[src/rtl/ddr4_cmd_scheduler.sv]
// rtl/ddr4_cmd_scheduler.sv - DDR4 single-request command sequencer with open-page row tracking.
// Optional refresh engine (PREA/REF on a TREFI interval) is enabled by DDR4_SCHED_REFRESH_EN.
module ddr4_cmd_scheduler #(
  parameter int BGWIDTH   = 2,
  parameter int BAWIDTH   = 2,
  parameter int ADDRWIDTH = 17,
  parameter int COLWIDTH  = 10,
  parameter int BL        = 8,
  parameter int TRCD      = 15,
  parameter int TCL       = 15,
  parameter int TRP       = 15,
  parameter int TREFI     = 6240,
  parameter int TRFC      = 260
) (
  input  logic                 ck_t,
  input  logic                 reset_n,
  input  logic                 req_valid,
  output logic                 req_ready,
  input  logic                 req_write,
  input  logic [BGWIDTH-1:0]   req_bg,
  input  logic [BAWIDTH-1:0]   req_ba,
  input  logic [ADDRWIDTH-1:0] req_row,
  input  logic [COLWIDTH-1:0]  req_col,
  output logic                 cs_n,
  output logic                 act_n,
  output logic [BGWIDTH-1:0]   bg,
  output logic [BAWIDTH-1:0]   ba,
  output logic [ADDRWIDTH-1:0] A,
  output logic                 data_en,
  output logic                 data_wr,
  output logic                 busy
);

  localparam int BKW   = BGWIDTH + BAWIDTH;
  localparam int NBANK = 1 << BKW;
  localparam int M0    = (TRP > TRCD) ? TRP : TRCD;
  localparam int M1    = (M0 > TCL) ? M0 : TCL;
  localparam int M2    = (M1 > BL) ? M1 : BL;
  localparam int TMAX  = (M2 > TRFC) ? M2 : TRFC;
  localparam int TW    = $clog2(TMAX + 1);

  localparam logic [TW-1:0] RP_LOAD  = TW'((TRP  > 1) ? TRP  - 2 : 0);
  localparam logic [TW-1:0] RCD_LOAD = TW'((TRCD > 1) ? TRCD - 2 : 0);
  localparam logic [TW-1:0] CL_LOAD  = TW'((TCL  > 1) ? TCL  - 2 : 0);
  localparam logic [TW-1:0] BL_LOAD  = TW'(BL - 1);

  // A16/A15/A14 carry RAS_n/CAS_n/WE_n whenever act_n is high
  localparam logic [ADDRWIDTH-1:0] A_PRE = ADDRWIDTH'(17'h08000);
  localparam logic [ADDRWIDTH-1:0] A_WR  = ADDRWIDTH'(17'h10000);
  localparam logic [ADDRWIDTH-1:0] A_RD  = ADDRWIDTH'(17'h14000);

  if (BL < 1 || TRCD < 1 || TCL < 1 || TRP < 1 || TREFI < 1 || TRFC < 1 ||
      ADDRWIDTH < 17 || COLWIDTH > 10) begin : g_param_check
    $error("ddr4_cmd_scheduler: illegal timing or width parameter");
  end

`ifdef DDR4_SCHED_REFRESH_EN
  typedef enum logic [3:0] {
    S_IDLE, S_PRE, S_WAIT_RP, S_ACT, S_WAIT_RCD, S_CAS, S_WAIT_CL, S_BURST,
    S_PREA, S_WAIT_RPA, S_REF, S_WAIT_RFC
  } state_t;
`else
  typedef enum logic [2:0] {
    S_IDLE, S_PRE, S_WAIT_RP, S_ACT, S_WAIT_RCD, S_CAS, S_WAIT_CL, S_BURST
  } state_t;
`endif

  state_t                 r_state, w_state_nxt;
  logic [TW-1:0]          r_timer, w_timer_nxt;

  logic                   r_req_write;
  logic [BGWIDTH-1:0]     r_req_bg;
  logic [BAWIDTH-1:0]     r_req_ba;
  logic [ADDRWIDTH-1:0]   r_req_row;
  logic [COLWIDTH-1:0]    r_req_col;

  logic [NBANK-1:0]       r_bank_valid;
  logic [ADDRWIDTH-1:0]   r_bank_row [NBANK];

  logic                   r_req_ready, r_cs_n, r_act_n, r_data_en, r_data_wr, r_busy;
  logic [BGWIDTH-1:0]     r_bg;
  logic [BAWIDTH-1:0]     r_ba;
  logic [ADDRWIDTH-1:0]   r_a;

  logic                   w_accept, w_bank_valid, w_row_match;
  logic [BKW-1:0]         w_req_idx, w_lat_idx;
  logic                   w_cur_write;
  logic [BGWIDTH-1:0]     w_cur_bg;
  logic [BAWIDTH-1:0]     w_cur_ba;
  logic [ADDRWIDTH-1:0]   w_cur_row;
  logic [COLWIDTH-1:0]    w_cur_col;
  logic                   w_cs_n, w_act_n, w_data_en, w_data_wr;
  logic [BGWIDTH-1:0]     w_bg;
  logic [BAWIDTH-1:0]     w_ba;
  logic [ADDRWIDTH-1:0]   w_a;

  assign w_accept     = r_req_ready & req_valid;
  assign w_req_idx    = {req_bg, req_ba};
  assign w_lat_idx    = {r_req_bg, r_req_ba};
  assign w_bank_valid = r_bank_valid[w_req_idx];
  assign w_row_match  = (r_bank_row[w_req_idx] == req_row);

  // Outputs are registered from the next state, so in IDLE the command fields come straight from the request
  assign w_cur_write = (r_state == S_IDLE) ? req_write : r_req_write;
  assign w_cur_bg    = (r_state == S_IDLE) ? req_bg    : r_req_bg;
  assign w_cur_ba    = (r_state == S_IDLE) ? req_ba    : r_req_ba;
  assign w_cur_row   = (r_state == S_IDLE) ? req_row   : r_req_row;
  assign w_cur_col   = (r_state == S_IDLE) ? req_col   : r_req_col;

`ifdef DDR4_SCHED_REFRESH_EN
  localparam int RW = $clog2(TREFI + 1);
  localparam logic [TW-1:0]        RFC_LOAD = TW'((TRFC > 1) ? TRFC - 2 : 0);
  localparam logic [ADDRWIDTH-1:0] A_PREA   = ADDRWIDTH'(17'h08400);
  localparam logic [ADDRWIDTH-1:0] A_REF    = ADDRWIDTH'(17'h04000);

  logic [RW-1:0] r_refi;
  logic          r_ref_pending, w_refi_expire, w_ref_done, w_pending_nxt, w_any_open;

  assign w_refi_expire = (r_refi == '0);
  assign w_pending_nxt = w_refi_expire | (r_ref_pending & ~w_ref_done);
  assign w_any_open    = |r_bank_valid;

  // Reload to TREFI-1 so expiries are exactly TREFI clocks apart
  always_ff @(posedge ck_t or negedge reset_n) begin
    if (!reset_n) begin
      r_refi        <= RW'(TREFI - 1);
      r_ref_pending <= 1'b0;
    end else begin
      r_refi        <= w_refi_expire ? RW'(TREFI - 1) : r_refi - RW'(1);
      r_ref_pending <= w_pending_nxt;
    end
  end
`endif

  always_comb begin
    w_state_nxt = r_state;
    w_timer_nxt = r_timer;
`ifdef DDR4_SCHED_REFRESH_EN
    w_ref_done  = 1'b0;
`endif
    case (r_state)
      S_IDLE: begin
        if (w_accept) begin
          if (w_bank_valid) w_state_nxt = w_row_match ? S_CAS : S_PRE;
          else              w_state_nxt = S_ACT;
        end
`ifdef DDR4_SCHED_REFRESH_EN
        else if (r_ref_pending) begin
          w_state_nxt = w_any_open ? S_PREA : S_REF;
        end
`endif
      end
      S_PRE: begin
        w_state_nxt = (TRP == 1) ? S_ACT : S_WAIT_RP;
        w_timer_nxt = RP_LOAD;
      end
      S_WAIT_RP: begin
        if (r_timer == '0) w_state_nxt = S_ACT;
        else               w_timer_nxt = r_timer - TW'(1);
      end
      S_ACT: begin
        w_state_nxt = (TRCD == 1) ? S_CAS : S_WAIT_RCD;
        w_timer_nxt = RCD_LOAD;
      end
      S_WAIT_RCD: begin
        if (r_timer == '0) w_state_nxt = S_CAS;
        else               w_timer_nxt = r_timer - TW'(1);
      end
      S_CAS: begin
        w_state_nxt = (TCL == 1) ? S_BURST : S_WAIT_CL;
        w_timer_nxt = (TCL == 1) ? BL_LOAD : CL_LOAD;
      end
      S_WAIT_CL: begin
        if (r_timer == '0) begin
          w_state_nxt = S_BURST;
          w_timer_nxt = BL_LOAD;
        end else begin
          w_timer_nxt = r_timer - TW'(1);
        end
      end
      S_BURST: begin
        if (r_timer == '0) w_state_nxt = S_IDLE;
        else               w_timer_nxt = r_timer - TW'(1);
      end
`ifdef DDR4_SCHED_REFRESH_EN
      S_PREA: begin
        w_state_nxt = (TRP == 1) ? S_REF : S_WAIT_RPA;
        w_timer_nxt = RP_LOAD;
      end
      S_WAIT_RPA: begin
        if (r_timer == '0) w_state_nxt = S_REF;
        else               w_timer_nxt = r_timer - TW'(1);
      end
      S_REF: begin
        w_state_nxt = (TRFC == 1) ? S_IDLE : S_WAIT_RFC;
        w_timer_nxt = RFC_LOAD;
        w_ref_done  = (TRFC == 1);
      end
      S_WAIT_RFC: begin
        if (r_timer == '0) begin
          w_state_nxt = S_IDLE;
          w_ref_done  = 1'b1;
        end else begin
          w_timer_nxt = r_timer - TW'(1);
        end
      end
`endif
      default: w_state_nxt = S_IDLE;
    endcase
  end

  always_comb begin
    w_cs_n    = 1'b1;
    w_act_n   = 1'b1;
    w_bg      = '0;
    w_ba      = '0;
    w_a       = '0;
    w_data_en = 1'b0;
    w_data_wr = 1'b0;
    case (w_state_nxt)
      S_PRE: begin
        w_cs_n = 1'b0;
        w_bg   = w_cur_bg;
        w_ba   = w_cur_ba;
        w_a    = A_PRE;
      end
      S_ACT: begin
        w_cs_n  = 1'b0;
        w_act_n = 1'b0;
        w_bg    = w_cur_bg;
        w_ba    = w_cur_ba;
        w_a     = w_cur_row;
      end
      S_CAS: begin
        w_cs_n = 1'b0;
        w_bg   = w_cur_bg;
        w_ba   = w_cur_ba;
        w_a    = (w_cur_write ? A_WR : A_RD) | {{(ADDRWIDTH-COLWIDTH){1'b0}}, w_cur_col};
      end
      S_BURST: begin
        w_data_en = 1'b1;
        w_data_wr = w_cur_write;
      end
`ifdef DDR4_SCHED_REFRESH_EN
      S_PREA: begin
        w_cs_n = 1'b0;
        w_a    = A_PREA;
      end
      S_REF: begin
        w_cs_n = 1'b0;
        w_a    = A_REF;
      end
`endif
      default: ;
    endcase
  end

  always_ff @(posedge ck_t or negedge reset_n) begin
    if (!reset_n) begin
      r_state      <= S_IDLE;
      r_timer      <= '0;
      r_req_write  <= 1'b0;
      r_req_bg     <= '0;
      r_req_ba     <= '0;
      r_req_row    <= '0;
      r_req_col    <= '0;
      r_bank_valid <= '0;
      r_req_ready  <= 1'b0;
      r_cs_n       <= 1'b1;
      r_act_n      <= 1'b1;
      r_bg         <= '0;
      r_ba         <= '0;
      r_a          <= '0;
      r_data_en    <= 1'b0;
      r_data_wr    <= 1'b0;
      r_busy       <= 1'b0;
    end else begin
      r_state   <= w_state_nxt;
      r_timer   <= w_timer_nxt;
      r_cs_n    <= w_cs_n;
      r_act_n   <= w_act_n;
      r_bg      <= w_bg;
      r_ba      <= w_ba;
      r_a       <= w_a;
      r_data_en <= w_data_en;
      r_data_wr <= w_data_wr;
      r_busy    <= (w_state_nxt != S_IDLE);
`ifdef DDR4_SCHED_REFRESH_EN
      r_req_ready <= (w_state_nxt == S_IDLE) & ~w_pending_nxt;
`else
      r_req_ready <= (w_state_nxt == S_IDLE);
`endif
      if (w_accept) begin
        r_req_write <= req_write;
        r_req_bg    <= req_bg;
        r_req_ba    <= req_ba;
        r_req_row   <= req_row;
        r_req_col   <= req_col;
      end
      if (r_state == S_PRE) r_bank_valid[w_lat_idx] <= 1'b0;
      if (r_state == S_ACT) r_bank_valid[w_lat_idx] <= 1'b1;
`ifdef DDR4_SCHED_REFRESH_EN
      if (r_state == S_PREA) r_bank_valid <= '0;
`endif
    end
  end

  // Row contents only matter while the matching valid bit is set
  always_ff @(posedge ck_t) begin
    if (r_state == S_ACT) r_bank_row[w_lat_idx] <= r_req_row;
  end

  assign req_ready = r_req_ready;
  assign cs_n      = r_cs_n;
  assign act_n     = r_act_n;
  assign bg        = r_bg;
  assign ba        = r_ba;
  assign A         = r_a;
  assign data_en   = r_data_en;
  assign data_wr   = r_data_wr;
  assign busy      = r_busy;

endmodule
[config.mk]
export PLATFORM = sky130hd
export DESIGN_NAME = ddr4_cmd_scheduler
export DESIGN_NICKNAME = d
export VERILOG_FILES = /design/src/rtl/ddr4_cmd_scheduler.sv
export SDC_FILE = /design/constraint.sdc
export NUM_CORES = 1
export LEC_CHECK = 0
export BUFFER_PORTS_ARGS = -buffer_cell sky130_fd_sc_hd__buf_2
export CORE_ASPECT_RATIO = 0.5
export CORE_MARGIN = 3
export CORE_UTILIZATION = 40
export DETAILED_ROUTE_END_ITERATION = 8
export SLEW_MARGIN = 20
export SYNTH_ARGS = -nofsm -noshare
export SYNTH_HDL_FRONTEND = slang
export SYNTH_SLANG_ARGS = --single-unit
[constraint.sdc]
create_clock -name ck_t -period 9.3 [get_ports ck_t]
set_input_delay 2.79 -clock ck_t [delete_from_list [all_inputs] [get_ports ck_t]]
set_output_delay 2.79 -clock ck_t [all_outputs]
set_load 0.05 [all_outputs]
# [After elaboration in Yosys (flattened, before gate mapping)]
# Memory sizes are Yosys's and may differ from the RTL's.
# Cells that the tools add are included.
[word_totals] reg_bits=87 word_cells=82 n_memories=1 ramBits=272 inputBits=35 out_inout_bits=27
[memory_table] memory="r_bank_row" depth=16 word_bits=17 read_ports=1 rd_ports_with_merged_regs=0 write_ports=1 line_no="78" text="logic [ADDRWIDTH-1:0] r_bank_row [NBANK];"
[op_classes] order_cmp=3 muxes=32 add_sub_neg=1 n_bitwise=5 n_eq_ne=13 n_reduce_logical=10
[op_table] op="17-bit one-hot mux with 3 select lines" count=1
[op_table] op="16-bit 2-to-1 mux" count=2
[op_table] op="9-bit one-hot mux with 3 select lines" count=1
[op_table] op="3-bit one-hot mux with 8 select lines" count=1
[op_table] op="3-bit 2-to-1 mux" count=7
[op_table] op="3-bit equality test (second input constant)" count=6
[op_table] op="9-bit 2-to-1 mux" count=2
[op_table] op="17-bit equality test" count=1
[op_table] op="17-bit 2-to-1 mux" count=1
[op_table] op="17-bit by 10-bit OR with 17-bit output" count=1
[op_table] op="16-bit bitwise AND" count=1
[op_table] op="16-bit NOT" count=1
[op_table] op="16-bit OR" count=1
[op_table] op="15-bit 2-to-1 mux" count=1
[op_table] op="4-bit by 5-bit < comparator with 1-bit output (second input constant)" count=2
[op_table] op="10-bit 2-to-1 mux" count=1
[op_table] op="3-bit by 2-bit equality test with 1-bit output (second input constant)" count=3
[op_table] op="9-bit zero test" count=1
[op_table] op="1-bit 2-to-1 mux" count=9
[op_table] op="3-bit OR reduction" count=3
[op_table] op="9-bit by 1-bit subtractor with 9-bit output (second input constant)" count=1
[op_table] op="2-bit 2-to-1 mux" count=4
[op_table] op="3-bit by 1-bit equality test with 1-bit output (second input constant)" count=2
[op_table] op="3-bit zero test" count=2
[op_table] op="other kinds (8)" count=9

# [Longest topological paths before layout]
# Gate-level depths: netlist of the first run.
[logic_depth] depth_word=9 depth_mapped=12

# [Least setup slack after synthesis of the first run]
# No wires, ideal clock.
[synth_path] path_kind="input-to-reg" startpoint="input req_bg[0]" endpoint="register r_a[0] (netlist: A[0])" path_slack_ns=4.034 cell_stages=11 t_required_ns=9.220 path_buffers=4 t_arrival_ns=5.186 path_cell_list="clkbuf_1 > buf_1 > clkbuf_1 > mux4_2 > mux2i_1 > mux2i_1 > xor2_1 > nor4_1 > o2111ai_2 > buf_6 > o211ai_2"
[synth_via] elab_chain_len=8
[synth_rtl] item="start, declared" line_no="20" text="input logic [BGWIDTH-1:0] req_bg,"
[synth_rtl] item="memory 16 x 17 bit"
[synth_rtl] item="17-bit equality test" line_no="101" text="assign w_row_match = (r_bank_row[w_req_idx] == req_row);"
[synth_rtl] item="3-bit 2-to-1 mux" line_no="144" text="if (w_bank_valid) w_state_nxt = w_row_match ? S_CAS : S_PRE;"
[synth_rtl] item="3-bit 2-to-1 mux (*)" line_no="144"
[synth_rtl] item="3-bit 2-to-1 mux (*)" line_no="143" text="if (w_accept) begin"
[synth_rtl] item="3-bit one-hot mux with 8 select lines (*)" line_no="141" text="case (r_state)"
[synth_rtl] item="3-bit equality test (tied with other cells)" line_no="220" text="case (w_state_nxt)"
[synth_rtl] item="17-bit one-hot mux with 3 select lines (*)" line_no="220"
[synth_rtl] item="net w_a[0]" line_no="95" text="logic [ADDRWIDTH-1:0] w_a;"
[synth_rtl] item="end signal, assigned" line_no="284" text="r_a <= w_a;"
[synth_rtl] item="end, declared" line_no="83" text="logic [ADDRWIDTH-1:0] r_a;"
# Mark *: on every way through the listed nets, which the timed path passes. The rest lies on a longest branch. The select of a mux whose other input is x is not followed.
# A chain may end at the register's enable or synchronous reset.

# [Worst setup path in the final report of the first run]
[layout_path] startpoint="input req_ba[0]" endpoint="register r_a[15] (netlist: A[15])"
[layout_via] elab_chain_len=8
[layout_rtl] item="start, declared" line_no="21" text="input logic [BAWIDTH-1:0] req_ba,"
[layout_rtl] item="memory 16 x 17 bit"
[layout_rtl] item="17-bit equality test" line_no="101"
[layout_rtl] item="3-bit 2-to-1 mux" line_no="144"
[layout_rtl] item="3-bit 2-to-1 mux (*)" line_no="144"
[layout_rtl] item="3-bit 2-to-1 mux (*)" line_no="143"
[layout_rtl] item="3-bit one-hot mux with 8 select lines (*)" line_no="141"
[layout_rtl] item="3-bit equality test (tied with other cells)" line_no="220"
[layout_rtl] item="17-bit one-hot mux with 3 select lines (*)" line_no="220"
[layout_rtl] item="net w_a[15]" line_no="95"
# Marked as above.

==> results.md, run 1 <==
* DP Area at 15800 um^2
* Mapped Area at 14900 um^2
* Number of DRC markers in iteration 0 at 883
* Seq pwr share at 0.520
* Max stage delay cell, worst path: buf_4
* Worst EP required at 9.71 ns
* VDD IR-drop max at 103 uV
* Pwr dens at 260 nW/um^2
* Min-Delay Path Depth at 2
* Mapped Avg Cell Area at 17.0 um^2
* Stages on worst setup path at 9
* Synth unique cells at 55
* Fillers at 3089
* Vias in the first global route at 8377
* Switching part of the total power at 0.283
* Setup crit start kind: primary input
* Cells resized by post-CTS repair at 0
* Synth warn at 0
* Final GP Congestion at 0.808
* CP dominant cell by count: buf_4
* Setup TNS Final at 0 ns
* Register area share after synthesis at 0.696
* Cell Chain, Critical Path: buf_4, buf_4, mux4_2, mux2i_1, xnor2_1, or4_4, a2111oi_4, o2111ai_2, and3_1
* Met2 Routed Length at 16.6 mm
* ANT nets after route at 0
* Fin Hold WS at 0.486 ns
* Area grow syn2layout at 14.6%
* CTS Hold Bufs at 0
* Clock slew at reported path FFs at 0.06 ns
* Die area at 39600 um^2
* R2r worst-path depth at 7
* Total routed wirelength at 37.0 mm
* Leakage at 6.08 nW
* P_int at 0.00317 W
* M1 WL at 16.9 mm
* Die Height at 142 um
* Die span in x at 279 um
* Skew final at 0.0201 ns
* Final hold vios at 0
* Share of post-route cells with drive strength above 1 at 0.286
* H-tree levels at 2
* EDFF count, synth at 272
* DR WL met3 at 2.73 mm
* N_diodes at 0
* Status: finished clean
* Post-synth ARST share at 0.242
* RSZ-0062 raised after global routing: no
* Post-synthesis register bit count at 359
* Post-route cell area at 17000 um^2
* Core ar. at 36300 um^2
* Clk buf depth at 3
* GRT Residual Overflow at 0
* Critical Path Fanout Max at 30
* # port buffers at 61
* Ys flop type: edfxtp_1
* Max incr delay on CP at 0.60 ns
* TritonCTS Sinks at 359
* Comb pwr share at 0.134
* Highest routed layer: met4
* First-pass GRT wire length at 54.8 mm
* Net switching power at 0.00125 W
* Synth Net Count at 910
* CP Capture Type: register
* Reg2Reg Setup Slack at 6.00 ns
* Hold Path Class: register to register
* Largest net degree at the start of global routing at 57
* Post-Synthesis Cells at 873
* Initial Util at 0.409
* Min setup slack post-route at 3.10 ns
* Worst slack, placed at 2.47 ns
* Pins Over Slew Limit at 0
* Num CTS Buffers at 35
* Drt first pass iters at 5
* Max-cap violations at 0
* I/O Pins at 62
* Root Driver: clkbuf_16
* CP bufs+invs at 2
* Clock power frac at 0.347
* Period utilization at 0.667
* Fmax at 0.161 GHz
* Relative slew slack at 0.300
* Clock latency on the worst-skew pair at 0.54 ns
* Initial antenna violation count at 0
* Crit path DAT at 6.61 ns
* Drt via density at 5.67
* TritonCTS clock tree: done
* Final setup vio count at 0
* Final net count at 978
* Rows at 49
* DR DRC count at 0
* Worst Setup Path Type: primary input to register
* Final min period at 6.20 ns
* Hpwl dp at 21.5 mm
* DR vias at 8237
* Number of setup buffers added after CTS at 0
* Tightest Pin Transition at 1.05 ns
* Kind of cell adding the most delay to the critical path: buffers and inverters
* Average wire per standard cell at 25.5 um
* Gr usage total at 0.189
==> synthesized netlist by cell type, types with 3 or more instances <==
cell	count	area [um^2]
nor3_1	9	45.0
nor4_1	6	37.5
and2_1	3	18.8
nand4_1	12	75.1
nand2b_1	3	18.8
inv_1	5	18.8
nor2_1	27	101
clkbuf_1	30	113
a21oi_1	18	90.1
nor2b_1	3	18.8
o21ai_0	34	170
dfrtp_1	85	2130
nand2_1	98	368
nand3_1	9	45.0
buf_2	10	50.1
mux4_2	70	1580
edfxtp_1	272	8170
o211ai_1	5	37.5
buf_1	3	11.3
mux2_2	33	372
mux2i_1	53	531
xnor2_1	15	131
xor2_1	15	131
o211ai_2	8	100
or4_1	4	30.0
mux4_1	3	78.8
buf_4	3	22.5
==> final timing paths <==
check	startpoint	end
max	req_ba[0]	A[15]$_DFF_PN0_
min	r_bank_valid[1]$_DFF_PN0_	r_bank_valid[1]$_DFF_PN0_
max reg2reg	r_bank_row[6][7]$_DFFE_PP_	A[15]$_DFF_PN0_
min reg2reg	r_bank_valid[1]$_DFF_PN0_	r_bank_valid[1]$_DFF_PN0_
max in group asynchronous	reset_n	r_req_bg[0]$_DFFE_PN0P_
min in group asynchronous	reset_n	r_req_row[14]$_DFFE_PN0P_
==> final cells by class <==
class / instances / area, um^2 / share of cell area
sequential: 359 / 10300 / 0.608
multi-input combinational: 457 / 4350 / 0.255
clock buffer: 42 / 943 / 0.0554
tap: 484 / 606 / 0.0356
timing repair buffer: 80 / 453 / 0.0266
clock inverter: 22 / 304 / 0.0179
inverter: 8 / 30.0 / 0.00176
==> cells in the final DEF (no fill, tap or decap), types with 7 or more instances in the layout <==
cell / count
edfxtp_1: 272
nor2_1: 15
bufinv_16: 7
clkbuf_16: 36
nand3_1: 9
o211ai_2: 8
nor2_4: 8
a21oi_1: 18
mux2_2: 33
nand4_1: 12
dfrtp_1: 85
nand2_1: 97
xnor2_1: 15
mux2i_1: 53
xor2_1: 15
o21ai_0: 34
clkinv_2: 9
mux4_2: 70
buf_2: 59
buf_4: 21
==> cells by family (layout without fill, tap and decap cells) <==
group | after synthesis | after routing | synth area share
flip-flops | 359 | 359 | 0.696
buffers and inverters | 57 | 152 | 0.0181
AO/OA/AOI/OAI | 83 | 83 | 0.0385
XOR/XNOR | 30 | 30 | 0.0177
adder cells (fa/ha/maj) | 3 | 3 | 0.00236
AND/OR/NAND/NOR | 182 | 182 | 0.0547
multiplexers | 159 | 159 | 0.172
==> flip-flops by register name, summed over array words and instances, names as in the netlist, 2 cells and up <==
| signal | count |
|---|---|
| A | 17 |
| ba | 2 |
| bg | 2 |
| r_bank_row | 272 |
| r_bank_valid | 16 |
| r_req_ba | 2 |
| r_req_bg | 2 |
| r_req_col | 10 |
| r_req_row | 17 |
| r_state | 3 |
| r_timer | 9 |
==> worst min-delay path: cells and delay by family (launching register included) <==
kind               cells  cell delay, ns
DFF                    1            0.35
AOI/OAI and AO/OA      1            0.06
and+or+nand+nor        1            0.05
==> stage by stage <==
stage	instances	utilization	power [W]
finish	1452	0.469	0.00443
floorplan	873	-	0.00263
detailed placement	1388	0.435	0.00292
CTS	1452	0.469	0.00445
global placement	1388	0.435	0.00289
global route	1452	0.469	0.00461
==> power groups by stage <==
stage	registers, W	logic, W	clock network [W]
3_3_place_gp	0.00231	0.000579	0
6_report	0.00230	0.000591	0.00153
2_1_floorplan	0.00221	0.000418	0
3_5_place_dp	0.00233	0.000587	0
5_1_grt	0.00233	0.000651	0.00162
4_1_cts	0.00230	0.000590	0.00156
==> routing by layer <==
| metal | vias to the layer above | track usage |
|---|---|---|
| li1 | 3533 | - |
| met1 | 4363 | 0.279 |
| met2 | 287 | 0.288 |
| met3 | 54 | 0.0408 |
| met4 | 0 | 0.0494 |
| met5 | - | 0 |
No activity file was read; power rests on OpenSTA's default activity.
==> run 2, diff against run 1 <==
Clock period 9.3 ns to 5.3 ns, I/O delays scaled along.
==> results.md, run 2 (synthesis gave the netlist of run 1 again) <==
* Status: finished clean
* Clock power frac at 0.334 (-0.013)
* Final GP Congestion at 0.840 (+3.9%)
* Core ar. at 36300 um^2 (unchanged)
* DP Area at 15800 um^2 (+0.36%)
* Root Driver: clkbuf_16
* TritonCTS Sinks at 359 (unchanged)
* Clk buf depth at 3 (unchanged)
* Total routed wirelength at 37.0 mm (about the same)
* Crit path DAT at 4.61 ns (-2.00 ns)
* Seq pwr share at 0.530 (+0.010)
* Setup crit start kind: primary input
* Hold Path Origin: r_bank_valid[9]$_DFF_PN0_
* Capture point of the worst reg-to-reg path: r_bank_row[14][10]$_DFFE_PP_
* Final hold vios at 0 (unchanged)
* VDD IR-drop max at 216 uV (+110%)
* Worst hold path endpoint: r_bank_valid[9]$_DFF_PN0_
* Largest net degree at the start of global routing at 63 (+11%)
* Worst EP required at 5.74 ns (-3.97 ns)
* Number of DRC markers in iteration 0 at 824 (-6.7%)
* Initial Util at 0.409 (unchanged)
* Die area at 39600 um^2 (unchanged)
* Clock slew at reported path FFs at 0.06 ns (about the same)
* Skew final at 0.0180 ns (-0.00202 ns)
* Most frequent cells in the layout: 272 x edfxtp_1, 97 x nand2_1, 85 x dfrtp_1, 70 x mux4_2, 59 x buf_2
* Leakage at 6.06 nW (-0.26%)
* Num CTS Buffers at 35 (unchanged)
* Initial antenna violation count at 1 (+1)
* Final setup vio count at 0 (unchanged)
* CP Capture Type: register
* Die Height at 142 um (unchanged)
* CTS Hold Bufs at 0 (unchanged)
* N_diodes at 0 (unchanged)
* Pins Over Slew Limit at 0 (unchanged)
* Fmax at 0.239 GHz
* Number of setup buffers added after CTS at 0 (unchanged)
* TritonCTS clock tree: done
* DR DRC count at 0 (unchanged)
* Worst Setup Path Type: primary input to register
* RSZ-0062 raised after global routing: no
* Fillers at 3063 (-0.84%)
* P_int at 0.00542 W (+71%)
* Switching part of the total power at 0.289 (+0.00579)
* Reg2Reg Setup Slack at 2.03 ns (-3.97 ns)
* Average wire per standard cell at 25.3 um (-0.54%)
* Share of post-route cells with drive strength above 1 at 0.282 (-0.00411)
* R2r worst-path depth at 4 (-3)
* Final net count at 985 (+0.72%)
* Die span in x at 279 um (unchanged)
* Vias in the first global route at 8396 (+0.23%)
* I/O Pins at 62 (unchanged)
* Drt via density at 5.66 (-0.21%)
* ANT nets after route at 0 (unchanged)
* Gr usage total at 0.191 (+0.00216)
* Pwr dens at 449 nW/um^2 (+73%)
* Drt first pass iters at 5 (unchanged)
* Multi-input logic area at 4350 um^2 (about the same)
* Top reg by flops: r_bank_row
* Hold Path Class: register to register
* Tightest Pin Transition at 0.977 ns (-0.0734 ns)
* Max-cap violations at 0 (unchanged)
* First-pass GRT wire length at 55.7 mm (+1.5%)
* Clock latency on the worst-skew pair at 0.54 ns (about the same)
* Relative slew slack at 0.349 (+0.0490)
* RR Startpoint: r_state[1]$_DFF_PN0_
* # port buffers at 61 (unchanged)
* Hpwl dp at 22.3 mm (+3.6%)
* Net switching power at 0.00220 W (+76%)
* Period utilization at 0.788
* Commonest non-fill, non-tap cell in the layout: edfxtp_1
* DR vias at 8259 (+0.27%)
* Comb pwr share at 0.136 (+0.002)
* Critical Path Fanout Max at 19 (-37%)
* Rows at 49 (unchanged)
* H-tree levels at 2 (unchanged)
* Max reg flops at 272 (unchanged)
* GRT Residual Overflow at 0 (unchanged)
* Post-route cell area at 17000 um^2 (-0.19%)
* Sequential Area at 10300 um^2 (unchanged)
* Area grow syn2layout at 14.4%
* Min-Delay Path Depth at 1 (-1)
* Final min period at 4.18 ns
* Cells resized by post-CTS repair at 0 (unchanged)
* Setup TNS Final at 0 ns (unchanged)
run 2: layout make-up:
type                            instances  share of cell area
Sequential cell                       359               0.609
Clock buffer                           49              0.0565
Inverter                                8             0.00177
Tap cell                              484              0.0356
Clock inverter                         15              0.0117
Multi-Input combinational cell        457               0.256
Timing Repair Buffer                   87              0.0297
run 2: power groups by stage:
| stage | Sequential (W) | Clock (W) | Combinational (W) |
|---|---|---|---|
| after floorplan | 0.00388 | 0 | 0.000734 |
| after global placement | 0.00404 | 0 | 0.00102 |
| after detailed placement | 0.00409 | 0 | 0.00104 |
| after CTS | 0.00403 | 0.00259 | 0.00104 |
| after global routing | 0.00409 | 0.00272 | 0.00115 |
| final | 0.00404 | 0.00254 | 0.00104 |
run 2: critical path: stages:
cell and delay (ns):
buf_2 0.42, buf_4 0.40, mux4_2 0.37, mux4_2 0.48, xor2_1 0.17, a2111oi_2 0.46, o2111ai_2 0.21, buf_4 0.25
o211ai_1 0.22
run 2: metrics by stage:
step	hold slack (ns)	util	power (W)	setup slack, ns	instances
after floorplan	0.444	-	0.00462	1.23	873
after global placement	0.460	0.436	0.00506	0.641	1395
after detailed placement	0.464	0.436	0.00513	0.540	1395
after CTS	0.477	0.468	0.00766	1.09	1459
after global routing	0.501	0.468	0.00796	0.957	1459
final	0.473	0.468	0.00763	1.12	1459
run 2: how the worst max path moves through the flow:
stage	from	cells past startpoint	to
finish	req_bg[0]	9	A[2]$_DFF_PN0_
global route	req_ba[1]	10	A[2]$_DFF_PN0_
CTS	req_ba[1]	10	A[4]$_DFF_PN0_
detailed placement	req_ba[1]	10	A[4]$_DFF_PN0_
global placement	req_ba[1]	10	A[15]$_DFF_PN0_
floorplan	req_bg[0]	11	A[0]$_DFF_PN0_
run 2: layer usage:
| metal | GRT usage | part of all wire | vias to the layer above | wire length, um |
|---|---|---|---|---|
| li1 | - | - | 3561 | - |
| met1 | 0.274 | 0.44 | 4311 | 16300 |
| met2 | 0.301 | 0.46 | 322 | 17200 |
| met3 | 0.0364 | 0.071 | 63 | 2630 |
| met4 | 0.0593 | 0.024 | 2 | 879 |
| met5 | 0 | 0.00035 | - | 13 |
==> run 3, diff against run 2 <==
Clock period 5.3 ns to 3.8 ns, I/O delays scaled along.
==> results.md, run 3 (synthesis gave the netlist of run 1 again) <==
* Status: finished clean
* Vias in the first global route at 8492 (+1.1%)
* RSZ-0062 raised after global routing: no
* Core ar. at 36300 um^2 (unchanged)
* Final hold vios at 0 (unchanged)
* N_diodes at 0 (unchanged)
* Pwr dens at 605 nW/um^2 (+35%)
* Largest net degree at the start of global routing at 45 (-29%)
* Die span in x at 279 um (unchanged)
* DP Area at 16200 um^2 (+2.1%)
* Critical Path Fanout Max at 14 (-5)
* GRT Residual Overflow at 0 (unchanged)
* Kind of cell adding the most delay to the critical path: buffers and inverters
* Min-Delay Path Depth at 2 (+1)
* # port buffers at 61 (unchanged)
* R2r worst-path depth at 7 (+3)
* Clock slew at reported path FFs at 0.06 ns (about the same)
* Worst EP required at 4.20 ns (-1.54 ns)
* CP dominant cell by count: buf_4
* Clock latency on the worst-skew pair at 0.53 ns (about the same)
* Number of setup buffers added after CTS at 0 (unchanged)
* Top reg by flops: r_bank_row
* Initial antenna violation count at 1 (unchanged)
* Average wire per standard cell at 24.5 um (-3.3%)
* Total routed wirelength at 36.7 mm (-0.81%)
* Tightest Pin Transition at 0.973 ns (-0.00432 ns)
* Max reg flops at 272 (unchanged)
* Hpwl dp at 22.8 mm (+2.0%)
* Core Util, Final at 0.476 (+0.00755)
* TritonCTS clock tree: done
* Worst Setup Path Type: primary input to register
* First-pass GRT wire length at 55.4 mm (-0.48%)
* Most frequent cells in the layout: 272 x edfxtp_1, 97 x nand2_1, 85 x dfrtp_1, 70 x mux4_2, 59 x buf_2
* CP bufs+invs at 5 (+2)
* Die area at 39600 um^2 (unchanged)
* Pins Over Slew Limit at 0 (unchanged)
* DR DRC count at 0 (unchanged)
* Final net count at 1022 (+3.8%)
* Post-route cell area at 17300 um^2 (+1.6%)
* I/O Pins at 62 (unchanged)
* Clk buf depth at 3 (unchanged)
* Leakage at 6.26 nW (+3.2%)
* VDD IR-drop max at 238 uV (+10%)
* Stages on worst setup path at 11 (+2)
* Hold Path Class: register to register
* Number of DRC markers in iteration 0 at 857 (+4.0%)
* CP Capture Type: register
* Rows at 49 (unchanged)
* TritonCTS Sinks at 359 (unchanged)
* Cell Chain, Critical Path: buf_4, buf_4, buf_4, mux4_2, mux2i_1, xnor2_1, nor4_1, buf_4, o2111ai_2, buf_12, and3_1
* Setup TNS Final at 0 ns (unchanged)
* Fmax at 0.289 GHz
* DR vias at 8363 (+1.3%)
* Root Driver: clkbuf_16
* Drt via density at 5.59 (-1.2%)
* Setup crit start kind: primary input
* Skew final at 0.0244 ns (+0.00640 ns)
* Die Height at 142 um (unchanged)
* Final GP Congestion at 0.830 (-1.2%)
* Commonest non-fill, non-tap cell in the layout: edfxtp_1
* Drt first pass iters at 5 (unchanged)
* Share of post-route cells with drive strength above 1 at 0.307 (+0.0253)
* Max-cap violations at 0 (unchanged)
* H-tree levels at 2 (unchanged)
* Placed cell count at 1432 (+2.7%)
* Gr usage total at 0.189 (-0.00195)
* Final setup vio count at 0 (unchanged)
* Area grow syn2layout at 16.3%
* Num CTS Buffers at 35 (unchanged)
* Relative slew slack at 0.349 (+0.000487)
* Crit path DAT at 3.86 ns (-0.75 ns)
* Max stage delay cell, worst path: mux4_2
* Fillers at 3034 (-0.95%)
* ANT nets after route at 0 (unchanged)
* Initial Util at 0.409 (unchanged)
* CTS Hold Bufs at 0 (unchanged)
* Period utilization at 0.910
* Max incr delay on CP at 0.54 ns (+0.06 ns)
* Final cell count without fillers at 1496 (+2.5%)
* Final min period at 3.46 ns
* Fin Hold WS at 0.494 ns (+0.0208 ns)
* Cells resized by post-CTS repair at 0 (unchanged)
==> run 3: routing by layer <==
metal | share of wire | global-route usage | wire (um)
met3 | 0.076 | 0.0415 | 2790
met4 | 0.014 | 0.0400 | 506
met2 | 0.47 | 0.301 | 17100
met1 | 0.44 | 0.272 | 16300
met5 | 0.00035 | 0 | 13
==> run 3: path summary, 6_finish.rpt <==
kind / from / to / slack [ns]
setup / recovery: req_ba[0] / A[15]$_DFF_PN0_ / 0.34
hold / removal: r_bank_valid[1]$_DFF_PN0_ / r_bank_valid[1]$_DFF_PN0_ / 0.49
setup reg to reg: r_state[0]$_DFF_PN0_ / A[7]$_DFF_PN0_ / 0.70
hold reg to reg: r_bank_valid[1]$_DFF_PN0_ / r_bank_valid[1]$_DFF_PN0_ / 0.49
max in group asynchronous: reset_n / act_n$_DFF_PN1_ / 2.41
min in group asynchronous: reset_n / r_req_row[11]$_DFFE_PN0P_ / 0.64
==> run 3: layout make-up <==
| class | instances | area [um^2] | share of cell area |
|---|---|---|---|
| clock buffer | 49 | 990 | 0.0573 |
| multi-input combinational | 457 | 4310 | 0.249 |
| timing repair buffer | 124 | 883 | 0.0511 |
| inverter | 8 | 30.0 | 0.00174 |
| clock inverter | 15 | 110 | 0.00637 |
| tap | 484 | 606 | 0.0351 |
| sequential | 359 | 10300 | 0.599 |
==> run 3: report_power, final <==
part           switching, W  total (W)  leakage, nW  internal (W)
registers          0.000655    0.00561         3.56       0.00495
clock network       0.00145    0.00335        0.538       0.00190
logic              0.000895    0.00149         2.16      0.000592
==> run 3: worst min-delay path: cells and delay by family, from the launching register on <==
kind | cells | cell delay [ns]
AOI/OAI and AO/OA | 1 | 0.06
DFF | 1 | 0.35
and+or+nand+nor | 1 | 0.05
==> run 3: through the flow <==
step / total power, W / setup slack [ns]
finish: 0.0104 / 0.341
global route: 0.0109 / 0.188
CTS: 0.0105 / 0.317
detailed placement: 0.00717 / -0.191
global placement: 0.00709 / -0.131
floorplan: 0.00644 / 0.184
